==> src/rtl/uart_bus_master_if.sv <==
`default_nettype none
// ============================================================================
// Module      : uart_bus_master_if
// Description : cpud-style bus bundle between the UART debug bridge and the
//               responder it masters.
// Revision    : 1.0 - initial release
// ============================================================================
interface uart_bus_master_if;
    logic        bus_request;
    logic [15:0] bus_addr;
    logic        bus_write;
    logic [3:0]  bus_byte_enable;
    logic [31:0] bus_wdata;
    logic [31:0] bus_rdata;
    logic        bus_ack;

    modport master (
        output bus_request, bus_addr, bus_write, bus_byte_enable, bus_wdata,
        input  bus_rdata, bus_ack
    );

    modport slave (
        input  bus_request, bus_addr, bus_write, bus_byte_enable, bus_wdata,
        output bus_rdata, bus_ack
    );
endinterface
`default_nettype wire

==> src/rtl/uart_bus_master.sv <==
`default_nettype none
// ============================================================================
// Module      : uart_bus_master
// Description : UART byte-packet to 32-bit bus read/write bridge for host
//               register peek/poke. Define BRIDGE_CSUM_EN to require a
//               trailing XOR checksum byte on every packet.
// Revision    : 1.0 - initial release
// ============================================================================
module uart_bus_master #(
    parameter int TIMEOUT_CYCLES = 1023
) (
    input  wire               clock,
    input  wire               reset,
    input  wire               rx_valid,
    input  wire  [7:0]        rx_data,
    output logic              tx_valid,
    output logic [7:0]        tx_data,
    input  wire               tx_ready,
    uart_bus_master_if.master bus,
    output logic              busy,
    output logic              rx_overrun
);

    localparam int         c_TIMER_W   = (TIMEOUT_CYCLES < 1) ? 1 : $clog2(TIMEOUT_CYCLES + 1);
    localparam logic [7:0] c_CMD_WRITE = 8'h57;
    localparam logic [7:0] c_CMD_READ  = 8'h52;
    localparam logic [7:0] c_RSP_ACK   = 8'h06;
    localparam logic [7:0] c_RSP_NAK   = 8'h15;

    typedef enum logic [2:0] {
        ST_IDLE     = 3'd0,
        ST_ADDR     = 3'd1,
        ST_DATA     = 3'd2,
        ST_CSUM     = 3'd3,
        ST_BUS_REQ  = 3'd4,
        ST_BUS_WAIT = 3'd5,
        ST_RESP     = 3'd6
    } state_t;

    state_t                r_state;
    logic [2:0]            r_cnt;
    logic [c_TIMER_W-1:0]  r_timer;
    logic [31:0]           r_rdata;
    logic                  r_request;
    logic                  r_write;
    logic [3:0]            r_be;
    logic [15:0]           r_addr;
    logic [31:0]           r_wdata;
    logic                  r_tx_valid;
    logic [7:0]            r_tx_data;
    logic                  w_payload_done;

    // Last address byte of a read, or last data byte of a write.
    assign w_payload_done = rx_valid &&
                            (((r_state == ST_ADDR) && (r_cnt == 3'd1) && !r_write) ||
                             ((r_state == ST_DATA) && (r_cnt == 3'd3)));

`ifdef BRIDGE_CSUM_EN
    logic [7:0] r_csum;

    always_ff @(posedge clock) begin
        if (reset) begin
            r_csum <= 8'h00;
        end else if (r_state == ST_IDLE) begin
            r_csum <= rx_data;
        end else if (rx_valid && ((r_state == ST_ADDR) || (r_state == ST_DATA))) begin
            r_csum <= r_csum ^ rx_data;
        end
    end
`endif

    always_ff @(posedge clock) begin
        if (reset) begin
            r_state    <= ST_IDLE;
            r_cnt      <= 3'd0;
            r_timer    <= '0;
            r_rdata    <= 32'h0;
            r_request  <= 1'b0;
            r_write    <= 1'b0;
            r_be       <= 4'h0;
            r_addr     <= 16'h0;
            r_wdata    <= 32'h0;
            r_tx_valid <= 1'b0;
            r_tx_data  <= 8'h00;
        end else begin
            r_request <= 1'b0;
            case (r_state)
                ST_IDLE: begin
                    if (rx_valid && ((rx_data == c_CMD_WRITE) || (rx_data == c_CMD_READ))) begin
                        r_write <= (rx_data == c_CMD_WRITE);
                        r_cnt   <= 3'd0;
                        r_state <= ST_ADDR;
                    end
                end
                ST_ADDR: begin
                    if (rx_valid) begin
                        r_addr <= {rx_data, r_addr[15:8]};
                        if (r_cnt == 3'd1) begin
                            r_cnt <= 3'd0;
                            if (r_write) r_state <= ST_DATA;
                        end else begin
                            r_cnt <= r_cnt + 3'd1;
                        end
                    end
                end
                ST_DATA: begin
                    if (rx_valid) begin
                        r_wdata <= {rx_data, r_wdata[31:8]};
                        r_cnt   <= (r_cnt == 3'd3) ? 3'd0 : r_cnt + 3'd1;
                    end
                end
`ifdef BRIDGE_CSUM_EN
                ST_CSUM: begin
                    if (rx_valid) begin
                        if (rx_data == r_csum) begin
                            r_state   <= ST_BUS_REQ;
                            r_request <= 1'b1;
                            r_be      <= 4'hF;
                        end else begin
                            r_state    <= ST_RESP;
                            r_tx_valid <= 1'b1;
                            r_tx_data  <= c_RSP_NAK;
                            r_cnt      <= 3'd0;
                        end
                    end
                end
`endif
                ST_BUS_REQ: begin
                    r_state <= ST_BUS_WAIT;
                    r_timer <= '0;
                end
                ST_BUS_WAIT: begin
                    // Ack is checked first so it wins over a simultaneous expiry.
                    if (bus.bus_ack) begin
                        r_state    <= ST_RESP;
                        r_be       <= 4'h0;
                        r_tx_valid <= 1'b1;
                        if (r_write) begin
                            r_tx_data <= c_RSP_ACK;
                            r_cnt     <= 3'd0;
                        end else begin
                            r_tx_data <= bus.bus_rdata[7:0];
                            r_rdata   <= {8'h00, bus.bus_rdata[31:8]};
                            r_cnt     <= 3'd3;
                        end
                    end else if (r_timer == c_TIMER_W'(TIMEOUT_CYCLES)) begin
                        r_state    <= ST_RESP;
                        r_be       <= 4'h0;
                        r_tx_valid <= 1'b1;
                        r_tx_data  <= c_RSP_NAK;
                        r_cnt      <= 3'd0;
                    end else begin
                        r_timer <= r_timer + c_TIMER_W'(1);
                    end
                end
                ST_RESP: begin
                    // r_cnt holds the number of bytes still queued behind tx_data.
                    if (r_tx_valid && tx_ready) begin
                        if (r_cnt == 3'd0) begin
                            r_tx_valid <= 1'b0;
                            r_state    <= ST_IDLE;
                        end else begin
                            r_cnt     <= r_cnt - 3'd1;
                            r_tx_data <= r_rdata[7:0];
                            r_rdata   <= {8'h00, r_rdata[31:8]};
                        end
                    end
                end
                default: r_state <= ST_IDLE;
            endcase

            if (w_payload_done) begin
`ifdef BRIDGE_CSUM_EN
                r_state <= ST_CSUM;
`else
                r_state   <= ST_BUS_REQ;
                r_request <= 1'b1;
                r_be      <= 4'hF;
`endif
            end
        end
    end

    assign bus.bus_request     = r_request;
    assign bus.bus_addr        = r_addr;
    assign bus.bus_write       = r_write;
    assign bus.bus_byte_enable = r_be;
    assign bus.bus_wdata       = r_wdata;

    assign tx_valid   = r_tx_valid;
    assign tx_data    = r_tx_data;
    assign busy       = (r_state != ST_IDLE);
    assign rx_overrun = !reset && rx_valid &&
                        ((r_state == ST_BUS_REQ) || (r_state == ST_BUS_WAIT) || (r_state == ST_RESP));

endmodule
`default_nettype wire
==> src/flat_wrapper.sv <==
// flat-port wrapper written by rule: the top's interface ports become plain ports
module uart_bus_master_flat 
#(
    parameter int TIMEOUT_CYCLES = 1023
)
  (clock, reset, rx_valid, rx_data, tx_valid, tx_data, tx_ready, busy, rx_overrun, bus_bus_request, bus_bus_addr, bus_bus_write, bus_bus_byte_enable, bus_bus_wdata, bus_bus_rdata, bus_bus_ack);
  uart_bus_master_if bus_i ();
  input  wire clock;
  input  wire reset;
  input  wire rx_valid;
  input  wire  [7:0] rx_data;
  output logic tx_valid;
  output logic [7:0] tx_data;
  input  wire tx_ready;
  output logic busy;
  output logic rx_overrun;
  output wire logic [$bits(bus_i.bus_request)-1:0] bus_bus_request;
  output wire logic [$bits(bus_i.bus_addr)-1:0] bus_bus_addr;
  output wire logic [$bits(bus_i.bus_write)-1:0] bus_bus_write;
  output wire logic [$bits(bus_i.bus_byte_enable)-1:0] bus_bus_byte_enable;
  output wire logic [$bits(bus_i.bus_wdata)-1:0] bus_bus_wdata;
  input wire logic [$bits(bus_i.bus_rdata)-1:0] bus_bus_rdata;
  input wire logic [$bits(bus_i.bus_ack)-1:0] bus_bus_ack;
  assign bus_bus_request = bus_i.bus_request;
  assign bus_bus_addr = bus_i.bus_addr;
  assign bus_bus_write = bus_i.bus_write;
  assign bus_bus_byte_enable = bus_i.bus_byte_enable;
  assign bus_bus_wdata = bus_i.bus_wdata;
  assign bus_i.bus_rdata = bus_bus_rdata;
  assign bus_i.bus_ack = bus_bus_ack;
  uart_bus_master #(.TIMEOUT_CYCLES(TIMEOUT_CYCLES)) u_core (.clock(clock), .reset(reset), .rx_valid(rx_valid), .rx_data(rx_data), .tx_valid(tx_valid), .tx_data(tx_data), .tx_ready(tx_ready), .bus(bus_i), .busy(busy), .rx_overrun(rx_overrun));
endmodule
==> config.mk <==
export PLATFORM = sky130hd
export DESIGN_NAME = uart_bus_master_flat
export DESIGN_NICKNAME = d
export VERILOG_FILES = /design/src/rtl/uart_bus_master_if.sv /design/src/rtl/uart_bus_master.sv /design/src/flat_wrapper.sv
export SDC_FILE = /design/constraint.sdc
export NUM_CORES = 1
export LEC_CHECK = 0
export CAP_MARGIN = 30
export CORE_UTILIZATION = 40
export CTS_BUF_LIST = sky130_fd_sc_hd__clkbuf_4 sky130_fd_sc_hd__clkbuf_8
export CTS_CLUSTER_DIAMETER = 60
export CTS_CLUSTER_SIZE = 12
export DETAILED_ROUTE_END_ITERATION = 12
export PLACE_DENSITY = 0.79
export RECOVER_POWER = 25
export SYNTH_ARGS = -nofsm -noshare
export SYNTH_HDL_FRONTEND = slang
export SYNTH_SLANG_ARGS = --single-unit
==> constraint.sdc <==
create_clock -name clock -period 3.7 [get_ports clock]
set_input_delay 0.555 -clock clock [delete_from_list [all_inputs] [get_ports clock]]
set_output_delay 0.555 -clock clock [all_outputs]
set_load 0.01 [all_outputs]
After elaboration in Yosys (flattened, before gate mapping):

Cells that the tools add are included.

* register bits after elaboration: 111
* latch bits: 0
* bits in writable memories: 0
* memory bits (read-only): 0
* input port bits: 45
* output and inout bits: 65
* memories kept: 0

* $add $sub $neg: 3
* multipliers: 0
* divide/modulo/power cells: 0
* order comparisons: 0
* equality and inequality tests: 31
* shift operators: 0
* multiplexer cells: 45
* bitwise logic cells: 1
* reduce and logical (&&, ||, !) cells: 34

Operators with widths (count)
* 32-bit 2-to-1 mux: 4
* 32-bit one-hot mux with 2 select lines: 1
* 3-bit 2-to-1 mux: 18
* 8-bit 2-to-1 mux: 5
* 10-bit 2-to-1 mux: 2
* 10-bit one-hot mux with 2 select lines: 1
* 3-bit one-hot mux with 6 select lines: 1
* 8-bit by 7-bit equality test with 1-bit output (second input constant): 2
* 4-bit 2-to-1 mux: 4
* 2-bit inequality test (second input constant): 8
* 8-bit one-hot mux with 2 select lines: 1
* 8-bit AND reduction: 2
* 3-bit one-hot mux with 5 select lines: 1
* 3-bit by 1-bit inequality test with 1-bit output (second input constant): 4
* 10-bit by 1-bit adder with 10-bit output (second input constant): 1
* 10-bit equality test (second input constant): 1
* 2-bit by 1-bit inequality test with 1-bit output (second input constant): 5
* 3-bit equality test (second input constant): 3
* 3-bit by 2-bit inequality test with 1-bit output (second input constant): 3
* 1-bit logical AND: 8
* 2-bit AND reduction: 4
* 4-bit AND reduction: 2
* 7-bit AND reduction: 1
* 3-bit by 1-bit equality test with 1-bit output (second input constant): 2
* 17 further kinds: 30

Logic depth before layout (Yosys ltp):

* depth in word-level cells: 7
* mapped depth: 9
* gate-level depth less buffers: 8

Worst setup path after synthesis:

Ideal clock, no wire load.

* kind: in2out
* start: in reset
* end: out rx_overrun
* arrival time: 1243 ps
* required time: 3145 ps
* setup slack: 1902 ps
* stages: 3
* buffers on the path: 2
* path through: clkbuf_1 -> clkbuf_1 -> nor3_1

* cells in the longest elaborated chain, start to end: 3

RTL lines
* from (decl): RTL line flat_wrapper.sv:9 `input wire reset;`
* 1-bit zero test: RTL line uart_bus_master.sv:193 `assign rx_overrun = !reset && rx_valid &&`
* 1-bit logical AND (2 in a row): RTL line uart_bus_master.sv:193
* to (decl): RTL line flat_wrapper.sv:16 `output logic rx_overrun;`

No other way between the ends.

Worst setup path in the final report:

* start: reg u_core.r_state[1]
* end: out rx_overrun

* cells in the longest elaborated chain, start to end: 4
* elaborated cells on any way between the ends: 6

RTL lines
* from (decl): RTL line uart_bus_master.sv:40 `state_t r_state;`
* from (signal assigned): RTL line uart_bus_master.sv:74 `r_state <= ST_IDLE;`
* from (signal assigned): RTL line uart_bus_master.sv:92 `r_state <= ST_ADDR;`
* from (signal assigned): RTL line uart_bus_master.sv:100 `if (r_write) r_state <= ST_DATA;`
* 3-bit equality test: RTL line uart_bus_master.sv:194 `((r_state == ST_BUS_REQ) || (r_state == ST_BUS_WAIT) || (r_state == ST_RESP));`
* 1-bit logical OR: RTL line uart_bus_master.sv:194
* 1-bit logical OR (*): RTL line uart_bus_master.sv:194
* 1-bit logical AND (*): RTL line uart_bus_master.sv:193

Mark *: on every way between the ends. The rest lies on a longest branch, timed or not.

==> impl_metrics.ini <==
[final_layout]
design_area_um2 = 5840
syn2layout_area_growth_pct = 27.6
final_nets = 692
instances_no_fill = 780
final_layout_size_suffix_gt1_frac = 0.0797
n_antenna_cell = 0

[critical_path]
critical-path-max-stage-delay_ns = 0.56
crit_arrival_ns = 2.17
required_ns = 3.14
endpoint_kind = output port
start_kind = flip-flop
crit_top_cell = nor3_1
path_class = reg2out
crit_fanout = 14
cpMaxStageDelayCell = clkdlybuf4s50_1
crit_chain = inv_1 > ha_1 > nor3_1 > nor3_1 > clkdlybuf4s50_1

[floorplan]
start_util = 0.417
core-area_um2 = 11000
num_rows = 38
die_area_um2 = 11900
num_io_pins = 110
die_x_um = 109
die_h_um = 109

[timing]
hold_viol = 0
worst_pin_slew_ns = 1.02
relSlewSlack = 0.316
setup_viol = 0
rsz0062_at_grt = false
fin_crit_ns = 2.73
slew_viol_final = 0
period_share = 0.737
finClkSkew_ns = 0.0137
clock.fmax_ghz = 0.367
fin_hold_ws_ns = 0.453
finalSetupTns_ns = 0
worst_slack_ns = 0.973

[cts]
cts_tree = yes
clockRootBuffer = clkbuf_8
clk_latency_ns = 0.36
cts_resized = 0
ctsHoldBuffers = 0
cts_buffer_depth = 2
clkSinkCount = 100
post_cts_buffers = 0
path_clk_slew_ns = 0.10
cts_buffers = 9
htreeDepth = 3

[detailed_routing]
wire_per_inst_um = 13.9
dr.pass1.iters = 4
via_per_inst = 5.19
route.vias.total = 4052
drt_wl_total_um = 10900
drt_iter0_markers = 259
detail-route-antenna-nets = 0
drcViolationCount = 0

[yosys]
synthTopCellsByArea = dfxtp_1 44%, nand2_1 12%, a21oi_1 6.6%
async_flop_share = 0
synthCells = 551
synth_edf_count = 0
synth_top_cell_area_share = 0.437
synth-main-ff-cell = dfxtp_1
yosysWarnings = 0
seq_area_frac_synth = 0.437
synth.distinct_cells = 58
synth_top_cell_by_area = dfxtp_1
synth_area_per_cell_um2 = 8.31
syn_area_um2 = 4580
synth_nets = 608
ys_ff_latch = 100

[global_routing]
grt_pass1_vias = 3802
grt_first_pass_wirelength_um = 17500
overflow = 0
grt_max_degree = 60
antenna_found_initial = 0
track_usage = 0.184

[status]
outcome = complete, no violations

[power]
ir_worst_vdd_mv = 0.246
leakagePower_nw = 2.06
p_per_area_nw_per_um2 = 332

[place]
dp_cells = 764
place_congestion = 0.783
dp_slack_ns = 1.16
place_area_um2 = 5660
detailed_place_hpwl_um = 7830
io_buffer_count = 109

[hold_path]
min_path_type = reg2reg

[job]
cap_viol_max_count = 0
through the flow:
step                utilization  power, mW
floorplan                     -       1.22
global placement          0.516       1.31
detailed placement        0.516       1.32
CTS                       0.532       1.95
global route              0.532       2.02
finish                    0.532       1.94
layer usage:
layer / up-vias / routed length [µm] / GRT usage
li1: 2039 / - / -
met1: 1876 / 4940 / 0.236
met4: 0 / 92 / 0.0473
met3: 10 / 700 / 0.0353
met5: - / 0 / 0
met2: 127 / 5130 / 0.317
placed cells by master (no fill, tap or decap), types with 2 or more instances in the layout:
| master | instances |
|---|---|
| a2111oi_2 | 3 |
| a211oi_1 | 2 |
| a21boi_1 | 3 |
| a21oi_1 | 60 |
| a221oi_1 | 4 |
| a22oi_1 | 9 |
| a311o_1 | 2 |
| a311oi_2 | 16 |
| and2_1 | 4 |
| buf_4 | 5 |
| clkbuf_8 | 9 |
| clkdlybuf4s50_1 | 67 |
| clkinvlp_4 | 2 |
| dfxtp_1 | 100 |
| dlygate4sd3_1 | 41 |
| ha_1 | 12 |
| inv_1 | 9 |
| inv_6 | 2 |
| mux2i_1 | 5 |
| nand2_1 | 151 |
| nand2b_1 | 8 |
| nand3_1 | 8 |
| nand4_1 | 2 |
| nor2_1 | 46 |
| nor2b_1 | 8 |
| nor3_1 | 8 |
| o21a_1 | 2 |
| o21ai_0 | 8 |
| o21ai_1 | 2 |
| or3_1 | 2 |
| xnor2_1 | 9 |
final timing paths:
path	startpoint	endpoint	slack, ns	depth (start not counted)
max	u_core.r_state[1]$_SDFFE_PP0P_	rx_overrun	0.97	5
max reg2reg	u_core.r_state[0]$_SDFFE_PP0P_	u_core.r_cnt[1]$_SDFFE_PP0P_	1.20	7
min reg2reg	u_core.bus.bus_addr[5]$_SDFFE_PP0P_	u_core.bus.bus_addr[5]$_SDFFE_PP0P_	0.45	2
min	u_core.bus.bus_addr[5]$_SDFFE_PP0P_	u_core.bus.bus_addr[5]$_SDFFE_PP0P_	0.45	2
cell type report:
type                            count  area (µm²)
Fill cell                        1017        5140
Multi-Input combinational cell    402        2330
Sequential cell                   100        2000
Timing Repair Buffer              113        1120
Tap cell                          140         175
Clock buffer                       10         131
Clock inverter                      6        46.3
Inverter                            9        33.8
registers in the layout, indices dropped and copies added (netlist names):
signal,flops
u_core.bus.bus_wdata,32
u_core.r_state,3
u_core.r_rdata,24
u_core.bus.bus_byte_enable,1
u_core.bus.bus_write,1
u_core.r_timer,10
u_core.bus.bus_request,1
u_core.tx_data,8
u_core.tx_valid,1
u_core.r_cnt,3
u_core.bus.bus_addr,16
synth_stat cells (9+ instances only):
| cell | number |
|---|---|
| a311oi_2 | 16 |
| dfxtp_1 | 100 |
| xnor2_1 | 9 |
| a21oi_1 | 60 |
| a22oi_1 | 9 |
| nand2_1 | 151 |
| inv_1 | 9 |
| clkbuf_1 | 21 |
| nor2_1 | 46 |
| ha_1 | 12 |
power breakdown:
| part | switching, mW | internal, mW | total (mW) |
|---|---|---|---|
| Combinational | 0.112 | 0.0928 | 0.205 |
| Sequential | 0.00607 | 1.08 | 1.09 |
| Clock | 0.387 | 0.258 | 0.645 |
| Total | 0.506 | 1.43 | 1.94 |
worst max-delay path, delay by kind of cell, from the launching register on:
family	cells	cell delay (ns)
DFF	1	0.34
buffers and inverters	2	0.68
and+or+nand+nor	2	0.31
adders and majority gates	1	0.49
kinds of logic after synthesis:
group	count (synthesis)	synth area share
compound gates	125	0.210
simple gates	250	0.237
flops	100	0.437
xor+xnor	10	0.0191
fa+ha+maj	12	0.0328
mux	5	0.0109
buf+inv	49	0.0530
(Power assumes the default switching activity.)
